--- src/rtl/btb_update_ctrl.sv ---
// BTB write sequencer: buffers resolved-branch updates in a small FIFO, retires one per cycle
// onto a registered BTB write port, runs the invalidate sweep and owns the global 2-bit counter.
module btb_update_ctrl #(
  parameter int unsigned QDEPTH    = 4,
  parameter int unsigned IDX_W     = 8,
  parameter logic [15:0] EMPTY_TGT = 16'hFFFF
) (
  input  logic              clk,
  input  logic              reset,
  input  logic              flush_all,
  input  logic              upd_valid,
  output logic              upd_ready,
  input  logic [15:0]       upd_pc,
  input  logic [15:0]       upd_target,
  input  logic              upd_taken,
  input  logic              upd_is_branch,
  output logic              btb_we,
  output logic [IDX_W-1:0]  btb_index,
  output logic [15-IDX_W:0] btb_wtag,
  output logic [15:0]       btb_wtarget,
  output logic [1:0]        ctr_state,
  output logic              pred_enable,
  output logic              busy
);

  localparam int unsigned PtrW = $clog2(QDEPTH);
  localparam int unsigned CntW = PtrW + 1;

  typedef struct packed {
    logic [15:0] pc;
    logic [15:0] target;
    logic        taken;
    logic        is_branch;
  } rec_t;

  // StSweepLast is the idle cycle after the final sweep write, before prediction is enabled.
  typedef enum logic [1:0] {
    StSweep,
    StSweepLast,
    StRun
  } state_e;

  state_e state_q, state_d;

  logic [IDX_W-1:0]  sweep_idx_q, sweep_idx_d;
  logic [PtrW-1:0]   wr_ptr_q, wr_ptr_d;
  logic [PtrW-1:0]   rd_ptr_q, rd_ptr_d;
  logic [CntW-1:0]   count_q, count_d;
  rec_t              fifo_q [QDEPTH];

  logic              we_q, we_d;
  logic [IDX_W-1:0]  index_q, index_d;
  logic [15-IDX_W:0] tag_q, tag_d;
  logic [15:0]       tgt_q, tgt_d;
  logic [1:0]        ctr_q, ctr_d;
  logic              pred_q, pred_d;

  logic              in_run;
  logic              fifo_full;
  logic              fifo_empty;
  logic              do_flush;
  logic              do_enq;
  logic              do_deq;
  rec_t              head;
  rec_t              new_rec;

  assign in_run     = (state_q == StRun);
  assign fifo_full  = (count_q == CntW'(QDEPTH));
  assign fifo_empty = (count_q == '0);
  assign do_flush   = in_run && flush_all;
  // A flush drops a same-cycle enqueue even though ready was high.
  assign do_enq     = in_run && upd_valid && !fifo_full && !flush_all;
  assign do_deq     = in_run && !fifo_empty && !flush_all;
  assign head       = fifo_q[rd_ptr_q];

  assign new_rec.pc        = upd_pc;
  assign new_rec.target    = upd_target;
  assign new_rec.taken     = upd_taken;
  assign new_rec.is_branch = upd_is_branch;

  always_comb begin
    state_d     = state_q;
    sweep_idx_d = sweep_idx_q;
    wr_ptr_d    = wr_ptr_q;
    rd_ptr_d    = rd_ptr_q;
    count_d     = count_q;
    we_d        = 1'b0;
    index_d     = index_q;
    tag_d       = tag_q;
    tgt_d       = tgt_q;
    ctr_d       = ctr_q;

    unique case (state_q)
      StSweep: begin
        we_d        = 1'b1;
        index_d     = sweep_idx_q;
        tag_d       = '0;
        tgt_d       = EMPTY_TGT;
        sweep_idx_d = sweep_idx_q + IDX_W'(1);
        if (sweep_idx_q == '1) begin
          state_d = StSweepLast;
        end
      end
      StSweepLast: begin
        state_d = StRun;
      end
      StRun: begin
        if (do_flush) begin
          state_d     = StSweep;
          sweep_idx_d = '0;
          ctr_d       = 2'b00;
          wr_ptr_d    = '0;
          rd_ptr_d    = '0;
          count_d     = '0;
        end else begin
          if (do_deq) begin
            rd_ptr_d = rd_ptr_q + PtrW'(1);
            if (head.taken) begin
              we_d    = 1'b1;
              index_d = head.pc[IDX_W-1:0];
              tag_d   = head.pc[15:IDX_W];
              tgt_d   = head.target;
            end
            if (head.is_branch) begin
              if (head.taken && (ctr_q != 2'b11)) begin
                ctr_d = ctr_q + 2'd1;
              end else if (!head.taken && (ctr_q != 2'b00)) begin
                ctr_d = ctr_q - 2'd1;
              end
            end
          end
          if (do_enq) begin
            wr_ptr_d = wr_ptr_q + PtrW'(1);
          end
          count_d = count_q + CntW'(do_enq) - CntW'(do_deq);
        end
      end
      default: begin
        state_d = StSweep;
      end
    endcase

    pred_d = (state_d == StRun);
  end

  always_ff @(posedge clk) begin
    if (reset) begin
      state_q     <= StSweep;
      sweep_idx_q <= '0;
      wr_ptr_q    <= '0;
      rd_ptr_q    <= '0;
      count_q     <= '0;
      we_q        <= 1'b0;
      index_q     <= '0;
      tag_q       <= '0;
      tgt_q       <= '0;
      ctr_q       <= 2'b00;
      pred_q      <= 1'b0;
    end else begin
      state_q     <= state_d;
      sweep_idx_q <= sweep_idx_d;
      wr_ptr_q    <= wr_ptr_d;
      rd_ptr_q    <= rd_ptr_d;
      count_q     <= count_d;
      we_q        <= we_d;
      index_q     <= index_d;
      tag_q       <= tag_d;
      tgt_q       <= tgt_d;
      ctr_q       <= ctr_d;
      pred_q      <= pred_d;
    end
  end

  // Storage needs no reset; occupancy is tracked by the pointers and count.
  always_ff @(posedge clk) begin
    if (do_enq && !reset) begin
      fifo_q[wr_ptr_q] <= new_rec;
    end
  end

  assign upd_ready   = in_run && !fifo_full;
  assign busy        = !in_run || !fifo_empty;
  assign btb_we      = we_q;
  assign btb_index   = index_q;
  assign btb_wtag    = tag_q;
  assign btb_wtarget = tgt_q;
  assign ctr_state   = ctr_q;
  assign pred_enable = pred_q;

endmodule

--- config.mk ---
export PLATFORM = sky130hd
export DESIGN_NAME = btb_update_ctrl
export DESIGN_NICKNAME = d
export VERILOG_FILES = /design/src/rtl/btb_update_ctrl.sv
export SDC_FILE = /design/constraint.sdc
export NUM_CORES = 1
export LEC_CHECK = 0
export CAP_MARGIN = 15
export CORE_ASPECT_RATIO = 0.5
export CORE_MARGIN = 2
export CORE_UTILIZATION = 55
export CTS_BUF_LIST = sky130_fd_sc_hd__clkbuf_8
export DETAILED_ROUTE_END_ITERATION = 8
export PLACE_DENSITY = 0.85
export SYNTH_ARGS = -nofsm -noshare
export SYNTH_HDL_FRONTEND = slang
export SYNTH_SLANG_ARGS = --single-unit
--- constraint.sdc ---
create_clock -name clk -period 7.4 [get_ports clk]
set_input_delay 0.74 -clock clk [delete_from_list [all_inputs] [get_ports clk]]
set_output_delay 0.74 -clock clk [all_outputs]
set_load 0.02 [all_outputs]
==> metrics.cfg <==
[cts]
post_cts_buffers = 0
cts.reportedPaths.clkPinSlew_ns = 0.10
clock-sinks = 191
cts_max_level = 4
cts_hold_buffers = 0
cts_buffers = 17
cts-root-buf = clkbuf_8
cts_resized = 0
insertion_delay_ns = 0.46
clk_path_buf_depth = 2
cts_tree = yes

[route]
ant_nets = 0
vias = 4025
wirelength_mm = 13.3
drc = 0
vias_per_cell = 5.67
drt_iter0_markers = 276
wl_per_cell_um = 18.7
dr.pass1.iters = 4

[timing]
clock_skew_ns = 0.0153
finalHoldViolations = 0
post-route-period-util_pct = 40.4
finalMaxSlewViolations = 0
relSlewSlack_pct = 32.8
final.setup.worst_slack_ns = 4.41
max_freq_mhz = 334
setup_viol = 0
tns_ns = 0
rsz0062_at_grt = no
worstMarginPinSlew_ns = 1.01
period_minus_slack_ns = 2.99

[place]
port-buffer-count = 75
post-place-ws_ns = 4.04
dpl.cell_count = 678
dp_hpwl_mm = 8.30
globalplace.congestion = 0.777

[flow_run]
cap_violations = 0

[finish]
antenna_cells = 0
final_nets = 572
fin_cells = 710
fillers = 806
drive_gt1_share_pct = 15.9
area_growth_pct = 18.5

[synth]
netlist_area_um2 = 7220
syn_inst = 452
ys_seq_area_share_pct = 71.8
synth-seq-cells = 191
synth_cell_types = 43
synthesis.nets = 497
syn_area_per_cell_um2 = 16.0
yosys_warnings = 0

[critical_path]
crit_slowest_cell = dfxtp_1
path_class = reg -> out
critPathLaunch = state_q[0]$_SDFF_PP0_
required_ns = 6.66
end_kind = output pin
slowest_delay_ns = 0.63
rr_startpoint = state_q[0]$_SDFF_PP0_
worst-path-max-fanout = 14
critPathBufInv = 1
cp_top_family = flip-flops
path_cells = nand2b_1 > a21oi_1 > clkdlybuf4s50_1
worstPathArrival_ns = 2.25
startpoint_type = register

[die]
die_w_um = 166
io_pins = 76
core-area_um2 = 12700
start_util_pct = 56.7
dieArea_um2 = 14100
num_rows = 29
dieHeight_um = 85.0

[global_routing]
first_global_vias = 4052
grt_pass1_wl_mm = 21.3
antenna_found_initial = 0
grt-ovfl-total = 0
grt_usage_pct = 19.8
grt_start_max_net_pins = 49

[pwr]
p_leak_nw = 2.76
p_sw_mw = 0.446
p_int_mw = 1.47
seqPwrFrac_pct = 60.2
combPwrFrac_pct = 3.2
powerDensity_nw_per_um2 = 224
clkPwrFrac_pct = 36.6
vdd_drop_max_mv = 0.135
swShare_pct = 23.3
p_total_mw = 1.92

[status]
status = complete, no violations

[hold_path]
min_path_type = reg -> reg
hold_start = btb_index[5]$_SDFFE_PP0P_

[cell type report]
type	instances	area, µm²	area share (%)
timing repair buffer	82	798	9.33
clock buffer	17	234	2.73
inverter	7	26.3	0.307
multi-input combinational	228	1910	22.3
sequential	191	5190	60.6
clock inverter	15	189	2.21
tap	170	213	2.49
[worst register-to-register path: stages, from the launching register on]
cell	delay [ns]
dfxtp_1	0.63
nand2b_1	0.52
a21oi_1	0.19
xor2_1	0.18
nor2_1	0.12
ha_1	0.16
inv_1	0.05
fa_1	0.37
xor2_1	0.18
o21ai_0	0.10
a32oi_1	0.18
nor2_1	0.06
[through the flow]
step	util, %	cell area [µm²]	hold slack (ns)
after global routing	67.2	8560	0.528
after floorplan	-	7220	0.480
after detailed placement	63.9	8130	0.488
after CTS	67.2	8560	0.505
final	67.2	8560	0.503
after global placement	63.9	8130	0.485
[final timing paths]
path	endpoint	slack [ns]	cells after the start
max	upd_ready	4.41	3
max reg2reg	count_q[2]$_SDFFE_PP0N_	4.53	11
min	btb_index[5]$_SDFFE_PP0P_	0.50	2
min reg2reg	btb_index[5]$_SDFFE_PP0P_	0.50	2
[per-layer routing]
metal | vias up | GRT usage [%] | wire, µm | part of all wire, %
met5 | - | 0 | 0 | 0
li1 | 1869 | - | - | -
met2 | 109 | 33.9 | 6690 | 50
met1 | 2032 | 25.8 | 5760 | 43
met4 | 0 | 6.01 | 180 | 1.4
met3 | 15 | 4.62 | 650 | 4.9
[Yosys cell counts (all sizes together)]
| cell | number | area [µm²] |
|---|---|---|
| a21bo | 1 | 10.0 |
| a21o | 1 | 7.51 |
| a21oi | 7 | 35.0 |
| a22oi | 8 | 60.1 |
| a311oi | 8 | 70.1 |
| a31o | 1 | 17.5 |
| a31oi | 2 | 18.8 |
| a32oi | 1 | 8.76 |
| a41o | 1 | 10.0 |
| and3 | 1 | 6.26 |
| and4 | 1 | 8.76 |
| buf | 11 | 67.6 |
| clkbuf | 15 | 56.3 |
| dfxtp | 55 | 1100 |
| edfxtp | 136 | 4080 |
| fa | 1 | 20.0 |
| ha | 6 | 75.1 |
| inv | 7 | 26.3 |
| mux2 | 1 | 11.3 |
| mux2i | 3 | 30.0 |
| mux4 | 34 | 766 |
| nand2 | 22 | 82.6 |
| nand2b | 2 | 12.5 |
| nand3 | 7 | 35.0 |
| nand4 | 2 | 12.5 |
| nand4b | 1 | 8.76 |
| nor2 | 69 | 259 |
| nor2b | 2 | 12.5 |
| nor3 | 20 | 100 |
| nor3b | 1 | 7.51 |
| nor4 | 2 | 12.5 |
| nor4b | 4 | 35.0 |
| o21ai | 5 | 25.0 |
| o311ai | 1 | 16.3 |
| o32ai | 1 | 8.76 |
| or3 | 2 | 12.5 |
| or3b | 1 | 8.76 |
| xnor2 | 6 | 52.6 |
| xor2 | 3 | 26.3 |
[power by group through the flow]
stage                     combinational [mW]  clock [mW]  sequential (mW)
after CTS                             0.0612       0.710             1.15
after floorplan                       0.0117           0             1.18
after global routing                  0.0655       0.749             1.15
final                                 0.0611       0.701             1.15
after detailed placement              0.0609           0             1.18
after global placement                0.0591           0             1.18
[state kept, by name, indices dropped and copies added, names as in the netlist, named ones only]
| signal | flops |
|---|---|
| state_q | 2 |
| btb_index | 8 |
| pred_enable | 1 |
| rd_ptr_q | 2 |
| fifo_q | 136 |
| btb_wtarget | 16 |
| count_q | 3 |
| btb_we | 1 |
| ctr_state | 2 |
| sweep_idx_q | 8 |
| wr_ptr_q | 2 |
| btb_wtag | 8 |
[cell families (layout without fill, tap and decap cells)]
logic type | after synthesis | in the layout | share of synthesized area, %
DFF | 191 | 191 | 71.8
and+or+nand+nor | 137 | 137 | 8.51
muxes | 38 | 38 | 11.2
AOI/OAI and AO/OA | 37 | 37 | 3.99
buffers and inverters | 33 | 121 | 2.08
xor gates and xnor gates | 9 | 9 | 1.09
adders and majority gates | 7 | 7 | 1.32
[placed cells by master, fill, tap and decap left out, types with 2 or more instances in the layout]
cell type,n
xnor2_1,6
nand4_1,2
a22oi_1,8
xor2_1,3
clkinv_8,3
inv_8,6
mux2i_1,3
mux4_2,34
a21oi_1,7
nor4b_2,4
nor2b_1,2
or3_1,2
clkbuf_8,17
nand2b_1,2
edfxtp_1,136
nor3_1,20
nor2_1,69
nand2_1,22
dfxtp_2,2
o21ai_0,5
nand3_1,7
clkdlybuf4s50_1,74
nor4_1,2
ha_1,6
inv_1,7
buf_4,7
a311oi_1,8
dfxtp_1,53
clkinv_4,3
Power figures use the tool's default switching activity.
